===== config.mk =====
export PLATFORM = sky130hd
export DESIGN_NAME = cordic_nco_ctrl
export DESIGN_NICKNAME = d
export VERILOG_FILES = /design/src/rtl/cordic_nco_pkg.sv /design/src/rtl/cordic_nco_lfsr.sv /design/src/rtl/cordic_nco_ctrl.sv
export SDC_FILE = /design/constraint.sdc
export NUM_CORES = 1
export LEC_CHECK = 0
export CAP_MARGIN = 20
export CELL_PAD_IN_SITES_DETAIL_PLACEMENT = 0
export CELL_PAD_IN_SITES_GLOBAL_PLACEMENT = 1
export CORE_MARGIN = 2
export CORE_UTILIZATION = 50
export DETAILED_ROUTE_END_ITERATION = 10
export DONT_BUFFER_PORTS = 1
export GPL_TIMING_DRIVEN = 0
export PLACE_DENSITY = 0.91
export SETUP_SLACK_MARGIN = 0.5
export SLEW_MARGIN = 20
export SYNTH_ARGS = -nofsm -noshare
export SYNTH_HDL_FRONTEND = slang
export SYNTH_SLANG_ARGS = --single-unit

===== constraint.sdc =====
create_clock -name clock -period 8.5 [get_ports clock]
set_input_delay 2.125 -clock clock [delete_from_list [all_inputs] [get_ports clock]]
set_output_delay 2.125 -clock clock [all_outputs]
set_load 0.1 [all_outputs]

===== src/rtl/cordic_nco_pkg.sv =====
// Shared types and constants for the CORDIC NCO front end.
// Holds the FSM state encoding, default phase width, dither LFSR constants and the latency helper.
package cordic_nco_pkg;

    typedef enum logic [1:0] {
        IDLE  = 2'd0,
        RUN   = 2'd1,
        FLUSH = 2'd2
    } nco_state_t;

    localparam int NCO_PH_W = 32;

    // Fibonacci LFSR, taps 16,14,13,11, shifting right: feedback bits 0,2,3,5.
    localparam logic [15:0] LFSR_SEED     = 16'hACE1;
    localparam logic [15:0] LFSR_TAP_MASK = 16'h002D;

    // One input register plus xy_sz-1 rotation stages.
    function automatic int cordic_lat(input int xy_sz);
        return xy_sz;
    endfunction

endpackage


===== src/rtl/cordic_nco_lfsr.sv =====
// cordic_nco_lfsr: 16-bit Fibonacci LFSR supplying low-order phase dither.
// Latency: new value one cycle after advance; backpressure: none, holds while advance is low.
module cordic_nco_lfsr
    import cordic_nco_pkg::*;
#(
    parameter int OUT_W = 8
) (
    input  logic             clock,
    input  logic             reset,
    input  logic             advance,
    output logic [OUT_W-1:0] dither
);

    logic [15:0] lfsr_q, lfsr_d;

    always_comb begin
        lfsr_d = lfsr_q;
        if (advance) begin
            lfsr_d = {^(lfsr_q & LFSR_TAP_MASK), lfsr_q[15:1]};
        end
    end

    always_ff @(posedge clock or posedge reset) begin
        if (reset) begin
            lfsr_q <= LFSR_SEED;
        end else begin
            lfsr_q <= lfsr_d;
        end
    end

    assign dither = lfsr_q[OUT_W-1:0];

endmodule


===== src/rtl/cordic_nco_ctrl.sv =====
// cordic_nco_ctrl: NCO phase stream and start vector for the CORDIC, plus result-valid tracking.
// Latency: outputs registered one cycle after each RUN cycle; res_valid trails sample_valid by LAT.
// Backpressure: config accepted only in IDLE via cfg_ready; phase dither built with CORDIC_NCO_DITHER_EN.
module cordic_nco_ctrl
    import cordic_nco_pkg::*;
#(
    parameter int XY_SZ       = 16,
    parameter int PH_W        = NCO_PH_W,
    parameter int DITHER_BITS = 8
) (
    input  logic                    clock,
    input  logic                    reset,
    input  logic                    cfg_valid,
    output logic                    cfg_ready,
    input  logic [PH_W-1:0]         cfg_ftw,
    input  logic [PH_W-1:0]         cfg_phase,
    input  logic signed [XY_SZ-1:0] cfg_amp,
    input  logic                    enable,
    output logic [PH_W-1:0]         angle,
    output logic signed [XY_SZ-1:0] Xin,
    output logic signed [XY_SZ-1:0] Yin,
    output logic                    sample_valid,
    output logic                    res_valid,
    output logic                    busy
);

    localparam int LAT    = cordic_lat(XY_SZ);
    localparam int CNT_W  = $clog2(LAT);
    localparam int DITH_W = (DITHER_BITS > 0) ? DITHER_BITS : 1;

    nco_state_t              state_q, state_d;
    logic [PH_W-1:0]         acc_q, acc_d;
    logic [PH_W-1:0]         ftw_q, ftw_d;
    logic [PH_W-1:0]         phase_q, phase_d;
    logic signed [XY_SZ-1:0] amp_q, amp_d;
    logic                    cfg_loaded_q, cfg_loaded_d;
    logic [CNT_W-1:0]        cnt_q, cnt_d;
    logic [PH_W-1:0]         angle_q, angle_d;
    logic signed [XY_SZ-1:0] xin_q, xin_d;
    logic signed [XY_SZ-1:0] yin_q, yin_d;
    logic                    sample_valid_q, sample_valid_d;
    logic                    cfg_ready_q, cfg_ready_d;
    logic                    busy_q, busy_d;
    logic [LAT-1:0]          vld_pipe_q, vld_pipe_d;
    logic                    cfg_hs;
    logic [DITH_W-1:0]       dither_bits;

`ifdef CORDIC_NCO_DITHER_EN
    cordic_nco_lfsr #(
        .OUT_W (DITH_W)
    ) u_lfsr (
        .clock   (clock),
        .reset   (reset),
        .advance (state_q == RUN),
        .dither  (dither_bits)
    );
`else
    assign dither_bits = '0;
`endif

    assign cfg_hs = cfg_valid && cfg_ready_q;

    always_comb begin
        state_d        = state_q;
        acc_d          = acc_q;
        ftw_d          = ftw_q;
        phase_d        = phase_q;
        amp_d          = amp_q;
        cfg_loaded_d   = cfg_loaded_q;
        cnt_d          = cnt_q;
        angle_d        = angle_q;
        xin_d          = xin_q;
        yin_d          = yin_q;
        sample_valid_d = 1'b0;
        vld_pipe_d     = {vld_pipe_q[LAT-2:0], sample_valid_q};

        case (state_q)
            IDLE: begin
                if (cfg_hs) begin
                    ftw_d        = cfg_ftw;
                    phase_d      = cfg_phase;
                    amp_d        = cfg_amp;
                    cfg_loaded_d = 1'b1;
                end
                if (enable && (cfg_loaded_q || cfg_hs)) begin
                    state_d = RUN;
                    acc_d   = '0;
                end
            end
            RUN: begin
                if (enable) begin
                    angle_d        = acc_q + phase_q + PH_W'(dither_bits);
                    acc_d          = acc_q + ftw_q;
                    xin_d          = amp_q;
                    yin_d          = '0;
                    sample_valid_d = 1'b1;
                end else begin
                    // Drain LAT cycles so the last sample's result clears the rotator.
                    state_d = FLUSH;
                    cnt_d   = CNT_W'(LAT - 1);
                end
            end
            FLUSH: begin
                if (cnt_q == '0) begin
                    state_d = IDLE;
                end else begin
                    cnt_d = cnt_q - CNT_W'(1);
                end
            end
            default: state_d = IDLE;
        endcase

        cfg_ready_d = (state_d == IDLE);
        busy_d      = (state_d != IDLE);
    end

    always_ff @(posedge clock or posedge reset) begin
        if (reset) begin
            state_q        <= IDLE;
            acc_q          <= '0;
            ftw_q          <= '0;
            phase_q        <= '0;
            amp_q          <= '0;
            cfg_loaded_q   <= 1'b0;
            cnt_q          <= '0;
            angle_q        <= '0;
            xin_q          <= '0;
            yin_q          <= '0;
            sample_valid_q <= 1'b0;
            cfg_ready_q    <= 1'b0;
            busy_q         <= 1'b0;
            vld_pipe_q     <= '0;
        end else begin
            state_q        <= state_d;
            acc_q          <= acc_d;
            ftw_q          <= ftw_d;
            phase_q        <= phase_d;
            amp_q          <= amp_d;
            cfg_loaded_q   <= cfg_loaded_d;
            cnt_q          <= cnt_d;
            angle_q        <= angle_d;
            xin_q          <= xin_d;
            yin_q          <= yin_d;
            sample_valid_q <= sample_valid_d;
            cfg_ready_q    <= cfg_ready_d;
            busy_q         <= busy_d;
            vld_pipe_q     <= vld_pipe_d;
        end
    end

    assign angle        = angle_q;
    assign Xin          = xin_q;
    assign Yin          = yin_q;
    assign sample_valid = sample_valid_q;
    assign res_valid    = vld_pipe_q[LAT-1];
    assign cfg_ready    = cfg_ready_q;
    assign busy         = busy_q;

endmodule


### After elaboration in Yosys (flattened, before gate mapping)

Index checks and enable logic that the tools add are counted.

* register bits: 186
* logic and storage cells: 47
* output and inout bits: 68
* input bits: 84

* $add $sub $neg: 3
* equality and inequality tests: 6
* reductions and logical operators: 13
* muxes and demuxes: 12

Operators with widths (count)
* 32-bit adder: 2
* 32-bit two-way mux: 2
* 32-bit case mux with 2 select lines: 1
* 4-bit two-way mux: 2
* 2-bit != test (second input constant): 4
* 4-bit case mux with 2 select lines: 1
* 2-bit two-way mux: 3
* 2-bit case mux with 3 select lines: 1
* 3-bit AND reduction: 2
* 2-bit nonzero test: 3
* 2-bit zero test: 2
* 4-bit zero test: 1
* 2-bit AND reduction: 2
* 4-bit by 1-bit subtractor with 4-bit output (second input constant): 1
* 2-bit by 1-bit equality test with 1-bit output (second input constant): 1
* 2-bit equality test (second input constant): 1
* 1-bit logical AND: 2
* 1-bit two-way mux: 2
* 1-bit logical OR: 1

### Depth between registers and ports, before layout

Gate-level depths: netlist (run 1).

* word-level depth: 6
* depth in mapped cells: 12
* mapped depth without buffers: 12

### Worst setup path after synthesis (run 1)

Ideal clock, no wire load.

* kind: input to register
* from: input cfg_valid
* to: register amp_q[10]
* library setup time: 0.125 ns
* slack: 5.034 ns
* data required time: 8.375 ns
* stages: 5
* path buffers: 2
* data arrival time: 3.341 ns
* path through: nand2_1 nor3_1 clkbuf_1 clkbuf_1 mux2_2

* word-level cells in the longest chain between the ends: 2

RTL lines
* start: declaration: RTL line cordic_nco_ctrl.sv:13 `input logic cfg_valid,`
* 1-bit logical AND: RTL line cordic_nco_ctrl.sv:61 `assign cfg_hs = cfg_valid && cfg_ready_q;`
* 2-bit AND reduction (no source line)
* end signal: assignment: RTL line cordic_nco_ctrl.sv:138 `amp_q <= amp_d;`
* end: declaration: RTL line cordic_nco_ctrl.sv:35 `logic signed [XY_SZ-1:0] amp_q, amp_d;`

No other way between the ends.
A chain may end at the register's enable or synchronous reset.

### Worst setup path after layout (run 1)

* from: input enable
* to: register angle_q[1], in the netlist angle[1]

* word-level cells in the longest chain between the ends: 1

RTL lines
* start: declaration: RTL line cordic_nco_ctrl.sv:18 `input logic enable,`
* 2-bit AND reduction (no source line)
* end signal: assignment: RTL line cordic_nco_ctrl.sv:141 `angle_q <= angle_d;`
* end: declaration: RTL line cordic_nco_ctrl.sv:38 `logic [PH_W-1:0] angle_q, angle_d;`

No other way between the ends.

==> qor.txt, run 1 <==
OUTCOME
------------------------------------------------------------------------------------------------------
Status                                                                                    finished clean

PLACEMENT
------------------------------------------------------------------------------------------------------
Routability Congestion                                                                           0.928
Post-Place Cell Area                                                                       10300 sq um
Port buffer count                                                                                    0
HPWL after detailed placement                                                                  16.5 mm

CLOCKING
------------------------------------------------------------------------------------------------------
Clock transition at the register clock pins on the worst setup and hold paths after CTS        0.08 ns
Maximum buffer depth of the clock tree                                                               2
Number of buffers added for setup after CTS                                                          0
Count of instances resized after the clock tree is built                                             0
TritonCTS clock tree                                                                             built
Root cell of the clock tree                                                                  clkbuf_16
CTS sink cnt                                                                                       186
Clock buffers created by TritonCTS                                                                  17
Post-cts hold buffer count                                                                           0
Maximum level of the CTS H-tree                                                                      4
Skew-Pair Late Insertion Delay                                                                 0.43 ns

SYNTH
------------------------------------------------------------------------------------------------------
Mapped cell area                                                                            9840 sq um
Sequential share of the synthesized area                                                         47.3%
Cell type with the largest total area after synthesis                                          dfrtp_1
Number of enable-type register cells in the synthesized netlist                                      0
Mean post-synth cell area                                                                   10.4 sq um
Count of yosys warnings during synthesis                                                             0
Leading post-synthesis cells by cell area                                                 dfrtp_1 47%, mux2_2 9.0%, ha_1 8.0%
Most used flip-flop cell after synthesis                                                       dfrtp_1
Async set-reset flop share out of synthesis                                                       100%
Area share of the leading cell type in the synthesized netlist                                   47.3%
Number of distinct library cells after synthesis                                                    66
Post-synthesis cell count                                                                          948
Flip-flop and latch count after synthesis                                                          186

DRT
------------------------------------------------------------------------------------------------------
Via count normalized by instance count                                                            5.55
Final routed wire length divided by cell count                                            17.5 microns
Remaining number of nets flagged by the antenna check after routing                                  0
Detailed Route Iter0 Violations                                                                    422
Via Count                                                                                         7003
Total detailed-routing wirelength                                                              22.1 mm
Drt pass-1 iters                                                                                     5
Number of remaining DRC errors                                                                       0

LAYOUT
------------------------------------------------------------------------------------------------------
End-of-flow core utilization                                                                     56.1%
Growth of design area from synthesis to finish                                                   10.6%
Most frequent standard cell in the layout excluding fill and tap cells                         dfrtp_1
Layout cells sized above 1                                                                       14.3%
Commonest cells after routing, fill and taps aside                                        186 x dfrtp_1, 143 x nand2_1, 79 x mux2_2, 77 x o21ai_0
Nets@finish                                                                                       1132
Layout Cell Area excl Fill                                                                 10900 sq um

SETUP PATH
------------------------------------------------------------------------------------------------------
Type of element capturing the critical path                                                  flip-flop
Largest fanout on the critical path                                                                 10
Critical path startpoint category                                                           input port
Required time worst endpoint                                                                   8.87 ns
Cell with the largest stage delay on the worst path                                           clkbuf_1
Arrival @ worst endpoint                                                                       4.10 ns
Cell breakdown of the critical path                                                       nor2b_1 > nand2_1 > clkbuf_1 > clkbuf_1 > nand2_1 > nand2_1
Delay contributed by the slowest stage of the critical path                                    0.61 ns
CP dominant cell by count                                                                      nand2_1
Setup CP Type                                                                                   in2reg

FLOORPLAN
------------------------------------------------------------------------------------------------------
Full die area                                                                              20800 sq um
X dimension of the die                                                                     144 microns
Core region area                                                                           19400 sq um
Starting density of the core                                                                     50.7%
Top-level port count                                                                               152
Die height                                                                                 144 microns
Number of placement rows                                                                            51

TIMING
------------------------------------------------------------------------------------------------------
Setup clock skew after layout                                                                0.0134 ns
Number of slew-limit violations in the final report                                                  0
Share of the clock period used by the worst path after layout                                    43.8%
RSZ-0062 raised after global routing                                                                no
Final hold vios                                                                                      0
Count of final setup violators                                                                       0
Slew at the pin with the worst max-slew slack                                                 0.963 ns
Crit path time final                                                                           3.72 ns
Achievable Freq                                                                                268 MHz
Worst rel slew slack                                                                             35.8%

GLOBAL ROUTE
------------------------------------------------------------------------------------------------------
Global-route wire length before repair                                                         35.5 mm
Maximum number of pins on one net before global-route repair                                       100
GRT Overall Usage                                                                                22.0%
Number of global-route vias before repair                                                         6770
Initial antenna violation count                                                                      1
Global route total overflow                                                                          0

MIN PATH
------------------------------------------------------------------------------------------------------
Type of the tightest min-delay check                                                           reg2reg

RUN
------------------------------------------------------------------------------------------------------
Max-Cap Viols                                                                                        0

[critical path, delay by kind of cell]
kind	cells	cell delay, ns
simple gates	4	0.76
buf+inv	2	1.19
[state kept, by name, indices dropped and copies added, names as in the netlist, 2 cells and up]
register / cells
ftw_q: 32
amp_q: 16
cnt_q: 4
state_q: 2
Xin: 16
acc_q: 32
angle: 32
phase_q: 32
vld_pipe_q: 16
[layout make-up]
class,count,area [sq um]
Antenna cell,1,2.50
Buffer,51,254
Clock buffer,17,425
Clock inverter,15,193
Fill cell,1704,8510
Inverter,21,86.3
Multi-Input combinational cell,705,4910
Sequential cell,186,4650
Tap cell,265,332
Timing Repair Buffer,1,27.5
[cell usage after synthesis (4+ instances only)]
cell type  count
buf_1          4
xnor2_1       28
a31oi_1        8
a21o_1        33
clkbuf_1      29
o21ai_0       77
o21a_1         8
mux2_2        79
nand2b_1       7
ha_1          63
nor2_1        26
o211ai_1       5
o21bai_1       5
dfrtp_1      186
a211oi_1       5
nand3_1       13
xor2_1        28
nand4_1       10
a21oi_1       63
nor2b_1        5
nor3_1         8
inv_1         21
a21boi_0       4
and3_1        10
nand2_1      143
o21ai_1        7
buf_4         16
[routing by layer]
metal	global-route usage [%]	vias to the layer above	routed length, microns
li1	-	3410	-
met2	36.0	213	10600
met1	29.4	3348	9670
met5	0	-	0
met4	6.23	0	448
met3	5.07	32	1350
[through the flow]
stage	TNS, ns	worst slack (ns)	hold WS (ns)	std cells
floorplan	0	1.32	0.331	963
global placement	-98.65	-0.543	0.331	1228
detailed placement	0	4.37	0.335	1229
CTS	0	4.80	0.352	1261
global route	0	4.72	0.358	1262
finish	0	4.78	0.352	1262
[path summary, 6_finish.rpt]
check	from	to	cells past startpoint	slack, ns
setup / recovery	enable	angle[1]	6	4.78
hold / removal	vld_pipe_q[5]	vld_pipe_q[6]	0	0.35
setup reg to reg	acc_q[0]	angle[30]	10	5.35
hold reg to reg	vld_pipe_q[5]	vld_pipe_q[6]	0	0.35
max in group asynchronous	reset	angle[4]	2	6.01
min in group asynchronous	reset	vld_pipe_q[12]	1	1.62
[cells by family after synthesis]
kind of cell               share of synthesized area, %
AOI/OAI and AO/OA                                  15.9
xor gates and xnor gates                           4.98
adders and majority gates                          8.42
buffers and inverters                              3.38
DFF                                                47.3
muxes                                              9.14
other                                            0.0381
and+or+nand+nor                                    10.9
Power of run 1 is not shown: default switching activity piles up to over one toggle a cycle in this logic, so the estimate is an artifact.
==> run 2, diff against run 1 <==
--- a/config.mk
+++ b/config.mk
@@ -5,15 +5,16 @@
 export SDC_FILE = /design/constraint.sdc
 export NUM_CORES = 1
 export LEC_CHECK = 0
+export ABC_AREA = 1
 export CAP_MARGIN = 20
 export CELL_PAD_IN_SITES_DETAIL_PLACEMENT = 0
 export CELL_PAD_IN_SITES_GLOBAL_PLACEMENT = 1
 export CORE_MARGIN = 2
-export CORE_UTILIZATION = 50
+export CORE_UTILIZATION = 43
 export DETAILED_ROUTE_END_ITERATION = 10
 export DONT_BUFFER_PORTS = 1
 export GPL_TIMING_DRIVEN = 0
-export PLACE_DENSITY = 0.91
+export PLACE_DENSITY = 0.88
 export SETUP_SLACK_MARGIN = 0.5
 export SLEW_MARGIN = 20
 export SYNTH_ARGS = -nofsm -noshare
==> constraint.sdc (replaced) <==
create_clock -name clock -period 3.4 [get_ports clock]
set_input_delay 0.85 -clock clock [delete_from_list [all_inputs] [get_ports clock]]
set_output_delay 0.85 -clock clock [all_outputs]
set_load 0.1 [all_outputs]
==> qor.txt, run 2 <==
SYNTH
------------------------------------------------------------------------------------------------------
Post-synthesis share of cell area spent on xor and xnor gates                                    1.36%   -3.6 points
Post-synthesis mux area share                                                                    7.67%   -1.5 points
Mapped cell area                                                                           11600 sq um   +18%
Share of synthesized cell area in full adder, half adder and majority cells                      7.14%   -1.3 points
Most used flip-flop cell after synthesis                                                       dfrtp_1
Number of enable-type register cells in the synthesized netlist                                      0   unchanged
Cell type with the largest total area after synthesis                                          dfrtp_1
Async set-reset flop share out of synthesis                                                       100%   unchanged
Area share of the leading cell type in the synthesized netlist                                   40.1%   -7.2 points
Flip-flop and latch count after synthesis                                                          186   unchanged
Cell types with the highest counts after synthesis                                        602 x nand2_1, 244 x inv_1, 186 x dfrtp_1
Number of distinct library cells after synthesis                                                    39   -41%
Simple-gate share of the synthesized area                                                        28.7%   +18 points
Leading post-synthesis cells by cell area                                                 dfrtp_1 40%, nand2_1 19%, inv_1 7.9%
Combinational family with the most area after synthesis                                   simple AND/OR/NAND/NOR gates
Library cell with the highest instance count after synthesis                                   nand2_1
Count of yosys warnings during synthesis                                                             0   unchanged
Post-synthesis cell count                                                                         1552   +64%
Sequential share of the synthesized area                                                         40.1%   -7.2 points
Fraction of the mapped netlist area in compound gates                                            4.65%   -11 points
Mean post-synth cell area                                                                   7.47 sq um   -28%

TIMING
------------------------------------------------------------------------------------------------------
Final hold vios                                                                                      0   unchanged
Worst Setup Slack, final                                                                       1.13 ns   -3.64 ns
Achievable Freq                                                                                441 MHz
Worst rel slew slack                                                                             36.1%   +0.29 points
Share of the clock period used by the worst path after layout                                    66.6%
Slew at the pin with the worst max-slew slack                                                 0.958 ns   -0.00437 ns
Count of final setup violators                                                                       0   unchanged
Setup TNS                                                                                         0 ns   unchanged
Crit path time final                                                                           2.27 ns
RSZ-0062 raised after global routing                                                                no
Setup clock skew after layout                                                                0.0131 ns   -0.000359 ns
Number of slew-limit violations in the final report                                                  0   unchanged

FLOORPLAN
------------------------------------------------------------------------------------------------------
Die height                                                                                 168 microns   +17%
Full die area                                                                              28300 sq um   +36%
X dimension of the die                                                                     168 microns   +17%
Top-level port count                                                                               152   unchanged
Core region area                                                                           26700 sq um   +38%
Starting density of the core                                                                     43.4%   -7.3 points
Number of placement rows                                                                            60   +18%

RUN
------------------------------------------------------------------------------------------------------
Max-Cap Viols                                                                                        0   unchanged

DRT
------------------------------------------------------------------------------------------------------
Detailed Route Iter0 Violations                                                                    517   +23%
Remaining number of nets flagged by the antenna check after routing                                  0   unchanged
Final routed wire length divided by cell count                                            15.1 microns   -14%
Via Count                                                                                         9323   +33%
Drt pass-1 iters                                                                                     5   unchanged
Via count normalized by instance count                                                            4.78   -14%
Number of remaining DRC errors                                                                       0   unchanged
Total detailed-routing wirelength                                                              29.4 mm   +33%

PLACEMENT
------------------------------------------------------------------------------------------------------
Placed cell count                                                                                 1913   +56%
HPWL after detailed placement                                                                  23.6 mm   +43%
Routability Congestion                                                                           0.879   -5.4%
Post-Place Cell Area                                                                       12200 sq um   +19%
Port buffer count                                                                                    0   unchanged
Post-Place Setup Slack                                                                         1.22 ns   -3.15 ns

CLOCKING
------------------------------------------------------------------------------------------------------
Maximum buffer depth of the clock tree                                                               2   unchanged
TritonCTS clock tree                                                                             built
Clock transition at the register clock pins on the worst setup and hold paths after CTS        0.08 ns   about the same
Root cell of the clock tree                                                                  clkbuf_16
Count of instances resized after the clock tree is built                                             0   unchanged
Number of buffers added for setup after CTS                                                          0   unchanged
Clock buffers created by TritonCTS                                                                  17   unchanged
Post-cts hold buffer count                                                                           0   unchanged
CTS sink cnt                                                                                       186   unchanged
Skew-Pair Late Insertion Delay                                                                 0.45 ns   +0.02 ns
Maximum level of the CTS H-tree                                                                      4   unchanged

SETUP PATH
------------------------------------------------------------------------------------------------------
Critical path startpoint category                                                            flip-flop
Type of element capturing the critical path                                               primary output
Required time worst endpoint                                                                   2.55 ns   -6.32 ns
Setup CP Type                                                                                  reg2out
Arrival @ worst endpoint                                                                       1.42 ns   -2.68 ns
Largest fanout on the critical path                                                                  2   -8

OUTCOME
------------------------------------------------------------------------------------------------------
Status                                                                                    finished clean

LAYOUT
------------------------------------------------------------------------------------------------------
Nets@finish                                                                                       1740   +54%
Most frequent standard cell in the layout excluding fill and tap cells                         nand2_1
Number of standard cells in the layout, taps in and fillers out                                   1949   +54%
Layout cells sized above 1                                                                       7.54%   -6.7 points
Layout Cell Area excl Fill                                                                 12800 sq um   +18%
Fill cell total of the finished layout                                                            2651   +56%
Growth of design area from synthesis to finish                                                   10.7%   about the same
Commonest cells after routing, fill and taps aside                                        602 x nand2_1, 243 x inv_1, 186 x dfrtp_1, 82 x nor2_1, 77 x mux2_1

PWR
------------------------------------------------------------------------------------------------------
Cell area power density                                                                   1030 nW/um^2
Worst voltage drop across the vdd grid                                                        0.325 mV
Design Power                                                                                  0.0132 W
Lkg Pwr                                                                                        7.29 nW

GLOBAL ROUTE
------------------------------------------------------------------------------------------------------
Global route total overflow                                                                          0   unchanged
Maximum number of pins on one net before global-route repair                                        36   -64%
GRT Overall Usage                                                                                21.5%   -0.47 points
Initial antenna violation count                                                                      5   +4
Number of global-route vias before repair                                                         9086   +34%
Global-route wire length before repair                                                         47.5 mm   +34%

MIN PATH
------------------------------------------------------------------------------------------------------
Type of the tightest min-delay check                                                          in2async

## run 2: worst reg2reg max path, cell delays in order, from the launching register on
cell and delay, ns:
dfrtp_1 0.42, ha_1 0.23, inv_1 0.07, fa_1 0.38, inv_1 0.12, nand3_1 0.08, nand3_1 0.16, nand3_1 0.11
nand3_2 0.14, nand2_1 0.12, nand2_1 0.09, nand2_1 0.05, nand3_1 0.08, nand2_1 0.06
## run 2: layout make-up
type	instances	area, sq um	share of cell area [%]
clock buffers	17	425	3.31
multi-input cells	1090	5800	45.2
plain buffers	41	262	2.04
repair buffers	5	100	0.780
flip-flops and latches	186	4650	36.3
well taps	341	427	3.32
diodes	4	10.0	0.0780
clock inverters	15	218	1.70
inverters	250	942	7.34
## run 2: final timing paths
path | start | end | slack [ns] | cells after the start
max | angle[23] | angle[23] | 1.13 | 0
min | reset | Xin[9] | 0.34 | 1
max reg2reg | acc_q[0] | acc_q[28] | 1.18 | 13
min reg2reg | vld_pipe_q[8] | vld_pipe_q[9] | 0.35 | 0
max in group asynchronous | reset | ftw_q[20] | 2.23 | 3
min in group clock | vld_pipe_q[8] | vld_pipe_q[9] | 0.35 | 0
## run 2: report_power, final
part	internal (W)	switching [W]	total, W
clock network	0.00114	0.00102	0.00216
logic	0.00192	0.00329	0.00521
registers	0.00309	0.00271	0.00580
total	0.00616	0.00701	0.0132
## run 2: kinds of logic after synthesis
family,Yosys count
xor+xnor,18
fa+ha+maj,65
mux,79
flops,186
simple gates,813
buf+inv,291
other cells,1
compound gates,99
## run 2: metrics by stage
| stage | utilization (%) | hold slack, ns |
|---|---|---|
| floorplan | - | 0.331 |
| global placement | 45.2 | 0.332 |
| detailed placement | 45.6 | 0.335 |
| CTS | 48.0 | 0.341 |
| global route | 48.0 | 0.357 |
| finish | 48.0 | 0.345 |
## run 2: metal layers
metal	up-vias	global-route usage, %	part of all wire [%]
met5	-	0	0
met4	0	7.05	2.2
met3	45	4.14	5.2
li1	4855	-	-
met2	189	35.7	47
met1	4234	28.5	46
(Power assumes the default switching activity.)
